===== src/rtl/clint_mem_responder_pkg.sv =====
// ---------------------------------------------------------------------------
// clint_mem_responder_pkg
//   Shared definitions for the CLINT responder on the native mem_valid /
//   mem_ready bus. The register offsets inside the 64 KiB window, the
//   mtimecmp reset value, the handshake state type and a byte-lane merge
//   helper all live here.
//   The optional macro CLINT_MTIME_WRITE_EN, used by the top module, makes
//   mtime writable.
// ---------------------------------------------------------------------------
package clint_mem_responder_pkg;

   // Register offsets, measured from the window base (address bits 15:0)
   localparam logic [15:0] CLINT_MSIP_OFF        = 16'h0000;
   localparam logic [15:0] CLINT_MTIMECMP_LO_OFF = 16'h4000;
   localparam logic [15:0] CLINT_MTIMECMP_HI_OFF = 16'h4004;
   localparam logic [15:0] CLINT_MTIME_LO_OFF    = 16'hBFF8;
   localparam logic [15:0] CLINT_MTIME_HI_OFF    = 16'hBFFC;

   // mtimecmp comes out of reset at its maximum so that no timer interrupt
   // fires before software programs it
   localparam logic [63:0] CLINT_MTIMECMP_RST = 64'hFFFF_FFFF_FFFF_FFFF;

   // Two-state responder handshake
   typedef enum logic {
      ST_IDLE = 1'b0,
      ST_ACK  = 1'b1
   } state_t;

   // Replace the byte lanes selected by strb with the lanes of newVal
   function automatic logic [31:0] applyStrobe(input logic [31:0] oldVal,
                                               input logic [31:0] newVal,
                                               input logic [3:0]  strb);
      logic [31:0] merged;
      merged = oldVal;
      for (int i = 0; i < 4; i++) begin
         if (strb[i]) begin
            merged[8*i +: 8] = newVal[8*i +: 8];
         end
      end
      return merged;
   endfunction

endpackage


===== src/rtl/clint_mem_responder_prescaler.sv =====
// ---------------------------------------------------------------------------
// clint_mem_responder_prescaler
//   Divides the system clock down to the mtime tick rate. The counter runs
//   0..TICK_DIV-1, and tick is high for the one cycle in which it sits on its
//   last value. With TICK_DIV=1 the tick is high in every cycle.
// Ports
//   clk     in   system clock
//   resetn  in   asynchronous reset, active-low
//   tick    out  one-cycle mtime increment enable
// ---------------------------------------------------------------------------
module clint_mem_responder_prescaler #(
   parameter int TICK_DIV = 1
) (
   input  logic clk,
   input  logic resetn,
   output logic tick
);

   localparam logic [31:0] LP_LAST = 32'(TICK_DIV - 1);

   logic [31:0] r_count;

   assign tick = (r_count == LP_LAST);

   // Free-running divider: it restarts from zero in the cycle after each tick
   always_ff @(posedge clk or negedge resetn) begin
      if (!resetn) begin
         r_count <= 32'd0;
      end else if (tick) begin
         r_count <= 32'd0;
      end else begin
         r_count <= r_count + 32'd1;
      end
   end

endmodule


===== src/rtl/clint_mem_responder.sv =====
// ---------------------------------------------------------------------------
// clint_mem_responder
//   Core-local interruptor acting as a responder on the core's native
//   mem_valid/mem_ready bus. It decodes its own 64 KiB window at BASE_ADDR and
//   holds msip, the 64-bit mtime counter and the 64-bit mtimecmp register.
//   It drives IRQ3 (msip) and IRQ7 (registered mtime >= mtimecmp).
//   Optional macro CLINT_MTIME_WRITE_EN: when it is defined, mtime lo/hi
//   accept byte-lane writes. Otherwise, writes to those offsets are acked
//   without a fault and then dropped.
// Ports
//   clk, resetn        clock, asynchronous active-low reset
//   mem_valid          request, held by the core until mem_ready
//   mem_ready          one-cycle response strobe
//   mem_wstrb          byte write enables, 0 means read
//   mem_addr/wdata     byte address and write data
//   mem_rdata          read data, driven only while mem_ready is high
//   access_fault       unmapped/misaligned strobe, coincides with mem_ready
//   IRQ3, IRQ7         software and timer interrupts
// ---------------------------------------------------------------------------
module clint_mem_responder
   import clint_mem_responder_pkg::*;
#(
   parameter logic [31:0] BASE_ADDR = 32'h0200_0000,
   parameter int          TICK_DIV  = 1
) (
   input  logic        clk,
   input  logic        resetn,
   input  logic        mem_valid,
   output logic        mem_ready,
   input  logic [3:0]  mem_wstrb,
   input  logic [31:0] mem_addr,
   input  logic [31:0] mem_wdata,
   output logic [31:0] mem_rdata,
   output logic        access_fault,
   output logic        IRQ3,
   output logic        IRQ7
);

   state_t      r_state;
   state_t      w_nextState;
   logic        w_tick;
   logic        w_accept;
   logic        w_mapped;
   logic        w_write;
   logic [15:0] w_off;
   logic [31:0] w_readData;
   logic [31:0] r_rdata;
   logic        r_fault;
   logic        r_msip;
   logic [63:0] r_mtime;
   logic [63:0] r_mtimeCmp;
   logic        r_mtip;
   logic [63:0] w_mtimeInc;
   logic [63:0] w_mtimeNext;

   clint_mem_responder_prescaler #(
      .TICK_DIV (TICK_DIV)
   ) u_prescaler (
      .clk    (clk),
      .resetn (resetn),
      .tick   (w_tick)
   );

   assign w_off    = mem_addr[15:0];
   // mem_valid is only sampled in IDLE, so the ACK cycle never starts a
   // second transaction
   assign w_accept = (r_state == ST_IDLE) && mem_valid &&
                     (mem_addr[31:16] == BASE_ADDR[31:16]);
   assign w_write  = w_accept && w_mapped && (mem_wstrb != 4'b0000);

   // Handshake state register. Reset is asynchronous, so mem_ready drops at
   // once when reset arrives in the middle of an ACK.
   always_ff @(posedge clk or negedge resetn) begin
      if (!resetn) begin
         r_state <= ST_IDLE;
      end else begin
         r_state <= w_nextState;
      end
   end

   // ACK always lasts exactly one cycle
   always_comb begin
      w_nextState = r_state;
      case (r_state)
         ST_IDLE: if (w_accept) w_nextState = ST_ACK;
         ST_ACK:  w_nextState = ST_IDLE;
         default: w_nextState = ST_IDLE;
      endcase
   end

   // Response outputs are exposed only during ACK and read as zero otherwise
   always_comb begin
      mem_ready    = 1'b0;
      mem_rdata    = 32'h0;
      access_fault = 1'b0;
      if (r_state == ST_ACK) begin
         mem_ready    = 1'b1;
         mem_rdata    = r_rdata;
         access_fault = r_fault;
      end
   end

   // Offset decode and read mux. Misaligned addresses never match an entry,
   // so they fall into the unmapped case together with the holes in the map.
   always_comb begin
      w_mapped   = 1'b1;
      w_readData = 32'h0;
      case (w_off)
         CLINT_MSIP_OFF:        w_readData = {31'b0, r_msip};
         CLINT_MTIMECMP_LO_OFF: w_readData = r_mtimeCmp[31:0];
         CLINT_MTIMECMP_HI_OFF: w_readData = r_mtimeCmp[63:32];
         CLINT_MTIME_LO_OFF:    w_readData = r_mtime[31:0];
         CLINT_MTIME_HI_OFF:    w_readData = r_mtime[63:32];
         default:               w_mapped   = 1'b0;
      endcase
   end

   // The response is captured on the accepting edge. In a tick cycle, reads
   // therefore return the value mtime had before the increment.
   always_ff @(posedge clk or negedge resetn) begin
      if (!resetn) begin
         r_rdata <= 32'h0;
         r_fault <= 1'b0;
      end else if (w_accept) begin
         r_rdata <= w_readData;
         r_fault <= ~w_mapped;
      end
   end

   // msip and the two mtimecmp halves commit on the accepting edge. Each
   // mtimecmp half is written on its own, and the compare sees the live value.
   always_ff @(posedge clk or negedge resetn) begin
      if (!resetn) begin
         r_msip     <= 1'b0;
         r_mtimeCmp <= CLINT_MTIMECMP_RST;
      end else if (w_write) begin
         if ((w_off == CLINT_MSIP_OFF) && mem_wstrb[0]) begin
            r_msip <= mem_wdata[0];
         end
         if (w_off == CLINT_MTIMECMP_LO_OFF) begin
            r_mtimeCmp[31:0] <= applyStrobe(r_mtimeCmp[31:0], mem_wdata, mem_wstrb);
         end
         if (w_off == CLINT_MTIMECMP_HI_OFF) begin
            r_mtimeCmp[63:32] <= applyStrobe(r_mtimeCmp[63:32], mem_wdata, mem_wstrb);
         end
      end
   end

   // Next mtime value. The increment, including the carry into the upper
   // half, is formed first. A bus write then replaces only the half it
   // targets, so the other half keeps its incremented value.
   always_comb begin
      w_mtimeInc  = w_tick ? (r_mtime + 64'd1) : r_mtime;
      w_mtimeNext = w_mtimeInc;
`ifdef CLINT_MTIME_WRITE_EN
      if (w_write && (w_off == CLINT_MTIME_LO_OFF)) begin
         w_mtimeNext[31:0] = applyStrobe(w_mtimeInc[31:0], mem_wdata, mem_wstrb);
      end
      if (w_write && (w_off == CLINT_MTIME_HI_OFF)) begin
         w_mtimeNext[63:32] = applyStrobe(w_mtimeInc[63:32], mem_wdata, mem_wstrb);
      end
`else
      w_mtimeNext = w_mtimeInc;
`endif
   end

   // mtime wraps silently from all-ones to zero
   always_ff @(posedge clk or negedge resetn) begin
      if (!resetn) begin
         r_mtime <= 64'd0;
      end else begin
         r_mtime <= w_mtimeNext;
      end
   end

   // The timer interrupt is registered from the live registers. It therefore
   // follows a change to either operand by one cycle.
   always_ff @(posedge clk or negedge resetn) begin
      if (!resetn) begin
         r_mtip <= 1'b0;
      end else begin
         r_mtip <= (r_mtime >= r_mtimeCmp);
      end
   end

   assign IRQ3 = r_msip;
   assign IRQ7 = r_mtip;

endmodule


===== config.mk =====
export PLATFORM = sky130hd
export DESIGN_NAME = clint_mem_responder
export DESIGN_NICKNAME = d
export VERILOG_FILES = /design/src/rtl/clint_mem_responder_pkg.sv /design/src/rtl/clint_mem_responder_prescaler.sv /design/src/rtl/clint_mem_responder.sv
export SDC_FILE = /design/constraint.sdc
export NUM_CORES = 1
export LEC_CHECK = 0
export BUFFER_PORTS_ARGS = -buffer_cell sky130_fd_sc_hd__buf_2
export CAP_MARGIN = 20
export CELL_PAD_IN_SITES_DETAIL_PLACEMENT = 0
export CELL_PAD_IN_SITES_GLOBAL_PLACEMENT = 1
export CORE_AREA = 2 2 173 141
export CTS_CLUSTER_DIAMETER = 120
export DETAILED_ROUTE_END_ITERATION = 6
export DIE_AREA = 0 0 175 143
export GPL_TIMING_DRIVEN = 0
export HOLD_SLACK_MARGIN = 0.1
export PLACE_DENSITY = 0.83
export SLEW_MARGIN = 20
export SYNTH_ARGS = -nofsm -noshare
export SYNTH_HDL_FRONTEND = slang
export SYNTH_SLANG_ARGS = --single-unit

===== constraint.sdc =====
create_clock -name clk -period 5.6 [get_ports clk]
set_clock_uncertainty 0.05 [all_clocks]
set_input_delay 1.68 -clock clk [delete_from_list [all_inputs] [get_ports clk]]
set_output_delay 1.68 -clock clk [all_outputs]
set_load 0.03 [all_outputs]

==> results of run 1 <==
==> logic make-up after synthesis <==
| group | synth area share |
|---|---|
| buffers and inverters | 0.03733 |
| adder cells (fa/ha/maj) | 0.07890 |
| AND/OR/NAND/NOR | 0.1702 |
| XOR/XNOR | 0.07666 |
| multiplexers | 0.07101 |
| flip-flops | 0.4691 |
| AO/OA/AOI/OAI | 0.09680 |
==> per-layer routing <==
layer / part of all wire / vias to the layer above / GRT usage
met5: 0 / - / 0
met4: 0.0068 / 0 / 0.03816
met3: 0.067 / 14 / 0.04792
met2: 0.42 / 224 / 0.3150
met1: 0.50 / 3919 / 0.3235
li1: - / 3841 / -
==> through the flow <==
step	cells	hold slack, ns
after floorplan	1001	0.3924
after global placement	1418	0.4047
after detailed placement	1420	0.4137
after CTS	1452	0.4295
after global routing	1452	0.4589
final	1452	0.4247
==> synthesized netlist by cell type, types with 5 or more instances <==
cell	n
mux2_2	67
o21ai_1	7
a221oi_1	33
nand3_1	52
clkbuf_1	24
inv_1	71
and4_1	17
a21oi_1	22
ha_1	67
dfstp_2	64
nor4_1	16
and2_1	39
xnor2_1	71
buf_2	5
nor2_1	30
and3_1	22
o21ai_0	33
dfrtp_1	132
nand2_1	89
xor2_1	22
nand4_1	27
nor3_1	13
a22o_1	31
==> power by group through the flow <==
stage,Combinational [uW],Clock [uW],Sequential [uW]
global placement,61.7,0,1440
CTS,68.3,1170,1420
global route,75.8,1230,1420
finish,65.8,1150,1420
floorplan,4.04,0,1440
detailed placement,68.2,0,1440
==> flip-flops by register name, indices dropped and copies added (netlist names) <==
| register | count |
|---|---|
| u_prescaler.r_count | 32 |
| IRQ3 | 1 |
| r_mtimeCmp | 64 |
| r_fault | 1 |
| r_state | 1 |
| r_mtime | 64 |
| r_rdata | 32 |
| IRQ7 | 1 |
==> area by class of cell <==
type / count / area share
Sequential cell: 196 / 0.4103
Clock inverter: 10 / 0.006488
Tap cell: 312 / 0.03213
Clock buffer: 22 / 0.03821
Buffer: 32 / 0.01071
Inverter: 71 / 0.02194
Timing Repair Buffer: 107 / 0.04861
Multi-Input combinational cell: 702 / 0.4316
==> tightest hold or removal path, stage by stage (launching register included) <==
cell	delay, ns
dfrtp_1	0.34
nand2_1	0.04
o21ai_0	0.06
==> worst max-delay path by stage <==
stage                       startpoint             end  slack (ns)
after CTS                  mem_addr[0]     r_rdata[25]        1.88
after detailed placement   mem_addr[0]     r_rdata[25]        1.44
final                      mem_addr[0]     r_rdata[25]        1.79
after global placement          resetn     r_rdata[24]       -0.39
after global routing       mem_addr[5]     r_rdata[22]        1.58
after floorplan           mem_addr[26]  r_mtimeCmp[32]        2.07
==> metrics, run 1 <==
status=finished, final reports clean; FF+latch count, synth=196; DR vias=around 8000; Core Util, Final=0.5235; worst setup margin=1.785 ns; final period utilization=0.6812; starting density of the core=0.4578; die height=143 um; Die Span X=175 um; ranking of synthesized cells by area=dfrtp_1 (31%), dfstp_2 (16%), ha_1 (7.9%); drt pass-1 iters=5; WP depth=8; Synth Area per Inst=between 10 and 15 sq um; share of cells above drive strength 1=0.2482; Fillers=2107; post-DP HPWL=19.13 mm; Int Power=2038 uW; Post-Route Setup TNS=0 ns; Crit Reg-Reg Startpoint=r_mtime[2]; core footprint=23210 sq um; pwr/cell area=216.6 nW/um^2; worst path cell trace=buf_2 -> nand4bb_1 -> nor4_1 -> nor2b_1 -> clkbuf_1 -> a22o_1 -> a221oi_1 -> o21ai_0; P_leak=0.005436 uW; DR iter-0 viols=around 530; sw frac=0.2253; Buf/Inv on CP=2; Clock Tree Root=clkbuf_16; Final Hold Viols=0; Comb power frac=0.025; first-pass GRT wire length=41.64 mm; Sequential Power Share=0.539; DR DRC count=0; H-Tree Depth=4; Critical-path top delay cell=nor4_1; layout net count=around 1300; reg-to-reg slack, setup=2.59 ns; post_cts resized=0; CP Data Required Time=between 5 and 6 ns; WL per Instance=approximately 18 um; commonest non-fill, non-tap cell in the layout=dfrtp_1; HP Class=register to register; vias per cell=5.508; Buffers on Ports=105; sequential cell area=between 4000 and 5000 sq um; vias in the first global route=7744; CTS Sinks=196; Period minus WS final=3.815 ns; f_max=0.2622 GHz; I/O Pins=107; CP arrival=between 4 and 5 ns; Max Cap Viol=0; RSZ-0062 raised after global routing=false; Worst Tran Pin Value=1.178 ns; critical path class=input pin to register; Worst Hold Launch=r_rdata[7]; ys async rst share=1.000; Worst-path clk slew=about 0.07 ns; EDFF count, synth=0; Die ar.=25030 sq um; commonest cells after routing, fill and taps aside=dfrtp_1 (132), buf_2 (109), nand2_1 (89), inv_1 (71), xnor2_1 (71); Crit path max-delay family=simple AND/OR/NAND/NOR gates; clock network power share=0.436; CP max stage delay=0.64 ns; Unique masters post-synth=53; total power=2631 uW; Most used DFF post-synth=dfrtp_1; hold worst-path end=r_rdata[7]; routability-driven placement congestion ratio=0.8462; relative slew slack=0.2073; Row Count=50; ANT cells=0; maximum root-to-sink buffer count=2; hold_buf cts=0; reg2reg end=r_mtime[48]; Reg2Reg Depth=7; Finished Cell Area=12150 sq um; most area-hungry cell type in the Yosys netlist=dfrtp_1; critical path endpoint category=register; Post-DRT Antenna Nets=0; switching pwr=between 500 and 600 uW; crit path max fanout=10; GRT Overall Usage=0.2135; maximum VDD drop=roughly 210 uV; hold path depth=2; antenna violations before repair=0; area of the multi-input gates=around 5200 sq um; final WL=25.77 mm; final slew viol count=0; Synth top area share=0.3109; Ys Warns=0; postcts setup bufs=0; pin count of the biggest net entering global routing=100; placed standard-cell area=11610 sq um; Post-Syn Area=10630 sq um; Finish-stage setup viols=0; pre-CTS setup slack=1.435 ns; Num CTS Buffers=17; clock latency on the worst-skew pair=roughly 0.44 ns; post-synthesis cell count=around 1000; startpoint types=input pin; syn_nets=1139; Seq/Total Area, Yosys=0.4691; TritonCTS clock tree=yes; total grt overflow=0; Area growth syn-to-layout=14.34%
No activity file was read; power rests on OpenSTA's default activity.
==> run 2: changes to the inputs <==
Settings changed: ABC_AREA set to 1, CORE_AREA 2 2 173 141 to 2 2 203 165, DIE_AREA 0 0 175 143 to 0 0 205 167, PLACE_DENSITY 0.83 to 0.81.
Clock period 5.6 ns to 3.4 ns, I/O delays scaled along.
==> run 2 against run 1 <==
Compared with the run above:
- sequential share of layout area decreased by 6.6 points
- die area increased by 37%
- sequential power increased by 64%
- area after synthesis increased by 20%
- clock power increased by 79%
- clock-buffer cell count decreased by 1
- final cell count increased by 61%
- largest cell class unchanged
- largest power group unchanged
==> metrics, run 2 <==
f_max=0.3184 GHz; commonest cells after routing, fill and taps aside=nand2_1 (485), inv_1 (273), nor2_1 (159), dfrtp_1 (132), buf_2 (118); postcts setup bufs=0; share of cells above drive strength 1=0.1275; post-DP HPWL=about 34 mm; Worst-path clk slew=0.08 ns; most area-hungry cell type in the Yosys netlist=dfrtp_1; Die ar.=34240 sq um; core footprint=32190 sq um; Core Util, Final=0.4494; Comb power frac=0.027; pin count of the biggest net entering global routing=just over 80; EDFF count, synth=0; clock network power share=0.456; Synth top area share=0.2589; Seq/Total Area, Yosys=0.3907; Critical-path top delay cell=clkbuf_1; final WL=42.94 mm; ANT cells=0; I/O Pins=107; clock latency on the worst-skew pair=between 0.4 and 0.5 ns; Post-Syn Area=12760 sq um; routability-driven placement congestion ratio=approximately 0.94; maximum root-to-sink buffer count=2; Largest regs=r_mtimeCmp (64), r_mtime (64); Finish-stage setup viols=0; DR vias=between 10000 and 15000; startpoint types=input pin; Worst path most repeated cell=nor2_1; post-synthesis cell count=1773; synth cell count leaders=nand2_1 (485), inv_1 (273), nor2_1 (159); CTS Sinks=a little under 200; starting density of the core=0.3964; Die Span X=approximately 210 um; ranking of synthesized cells by area=dfrtp_1 (26%), nand2_1 (14%), dfstp_2 (13%); maximum VDD drop=257.3 uV; Clock Tree Root=clkbuf_16; relative slew slack=0.4538; final slew viol count=0; Final Hold Viols=0; Period minus WS final=3.140 ns; sw frac=0.2349; crit path max fanout=10; Int Power=3455 uW; Row Count=59; GRT Overall Usage=0.2606; P_leak=0.006883 uW; worst path cell trace=buf_2 -> nor2_1 -> nand3_1 -> nor2_1 -> nand3_2 -> inv_1 -> clkbuf_1 -> o21ai_0 -> nand2_1; syn_nets=1911; final period utilization=0.9236; Buffers on Ports=~110; Max Cap Viol=0; most common cell in the synthesized netlist=nand2_1; die height=167 um; switching pwr=1061 uW; status=finished, final reports clean; Worst Tran Pin Value=0.8108 ns; Reg2Reg Depth=7; antenna violations before repair=0; ys async rst share=1.000; TritonCTS clock tree=yes; Synth Area per Inst=7.197 sq um; H-Tree Depth=4; DR iter-0 viols=around 1200; RSZ-0062 raised after global routing=false; DR DRC count=0; first-pass GRT wire length=67.59 mm; critical path endpoint category=register; CP max stage delay=a little over 0.5 ns; critical path class=input pin to register; Area growth syn-to-layout=13.37%; WHS=0.3887 ns; WL per Instance=18.35 um; CP Data Required Time=3.75 ns; vias in the first global route=11730; Sequential Power Share=0.517; total power=4516 uW; post_cts resized=1; Unique masters post-synth=32; FF+latch count, synth=196; layout net count=2038; hold_buf cts=0; drt pass-1 iters=5; pwr/cell area=312.2 nW/um^2; total grt overflow=0; Num CTS Buffers=17; Post-DRT Antenna Nets=0; commonest non-fill, non-tap cell in the layout=nand2_1; CP arrival=3.49 ns; Ys Warns=0; vias per cell=between 5 and 6; Most used DFF post-synth=dfrtp_1; HP Class=input pin to asynchronous set/reset pin
==> run 2: changes by cell type in the layout (fill, tap and decap cells not counted), moves of 55 or more <==
| cell | delta |
|---|---|
| o22ai_1 | +57 |
| mux2_2 | -67 |
| o21ai_0 | +79 |
| nand3_1 | +55 |
| nor2_1 | +129 |
| nand2_1 | +396 |
| inv_1 | +202 |
| xnor2_1 | -63 |
==> run 2: area by class of cell <==
class	count	area, sq um
tap	427	534.3
buffer	44	192.7
fill	3377	17720
sequential	196	4985
multi-input combinational	1254	6540
inverter	279	1047
timing repair buffer	108	595.6
clock buffer	21	471.7
clock inverter	11	98.84
==> run 2: path summary, 6_finish.rpt <==
path	slack [ns]	end	start
min	0.39	u_prescaler.r_count[10]	resetn
max in group asynchronous	2.14	r_mtimeCmp[39]	resetn
min in group clk	0.41	r_mtimeCmp[57]	r_mtimeCmp[57]
max reg2reg	0.37	r_rdata[17]	r_state
max	0.26	r_rdata[17]	mem_addr[31]
min reg2reg	0.41	r_mtimeCmp[57]	r_mtimeCmp[57]
==> run 2: routing by layer <==
layer | global-route usage | routed length [um] | vias to the layer above | share of wire
met5 | 0 | 0 | - | 0
met4 | 0.06256 | 653 | 0 | 0.015
met3 | 0.03659 | 2963 | 31 | 0.069
met2 | 0.3735 | 17790 | 446 | 0.41
met1 | 0.4081 | 21540 | 5717 | 0.50
li1 | - | - | 5970 | -
==> run 2: logic make-up (layout without fill, tap and decap cells) <==
kind of cell | Yosys count | in the layout | share of synthesized area
AO/OA/AOI/OAI | 229 | 229 | 0.09678
XOR/XNOR | 75 | 75 | 0.05148
adder cells (fa/ha/maj) | 67 | 67 | 0.06570
buffers and inverters | 323 | 463 | 0.09718
flip-flops | 196 | 196 | 0.3907
AND/OR/NAND/NOR | 883 | 883 | 0.2982
==> run 2: power groups by stage <==
stage	clock network, uW	logic, uW	registers [uW]
after global placement	0	117	2380
final	2060	124	2330
after global routing	2190	144	2330
after detailed placement	0	128	2380
after floorplan	0	17.7	2380
after CTS	2080	129	2330
==> run 2: critical path: cells and delay by family <==
family                 cells  cell delay, ns
AND/OR/NAND/NOR            5            0.88
buffers and inverters      3            1.07
AO/OA/AOI/OAI              1            0.49
==> run 2: stage by stage <==
stage / cells / setup slack [ns] / TNS (ns) / cell area, sq um
finish: 2340 / 0.2596 / 0 / 14470
global route: 2340 / 0.1321 / 0 / 14470
CTS: 2340 / 0.3259 / 0 / 14470
detailed placement: 2308 / -0.5138 / -14.27 / 13890
global placement: 2306 / -2.167 / -360.37 / 13820
floorplan: 1773 / 1.070 / 0 / 12760
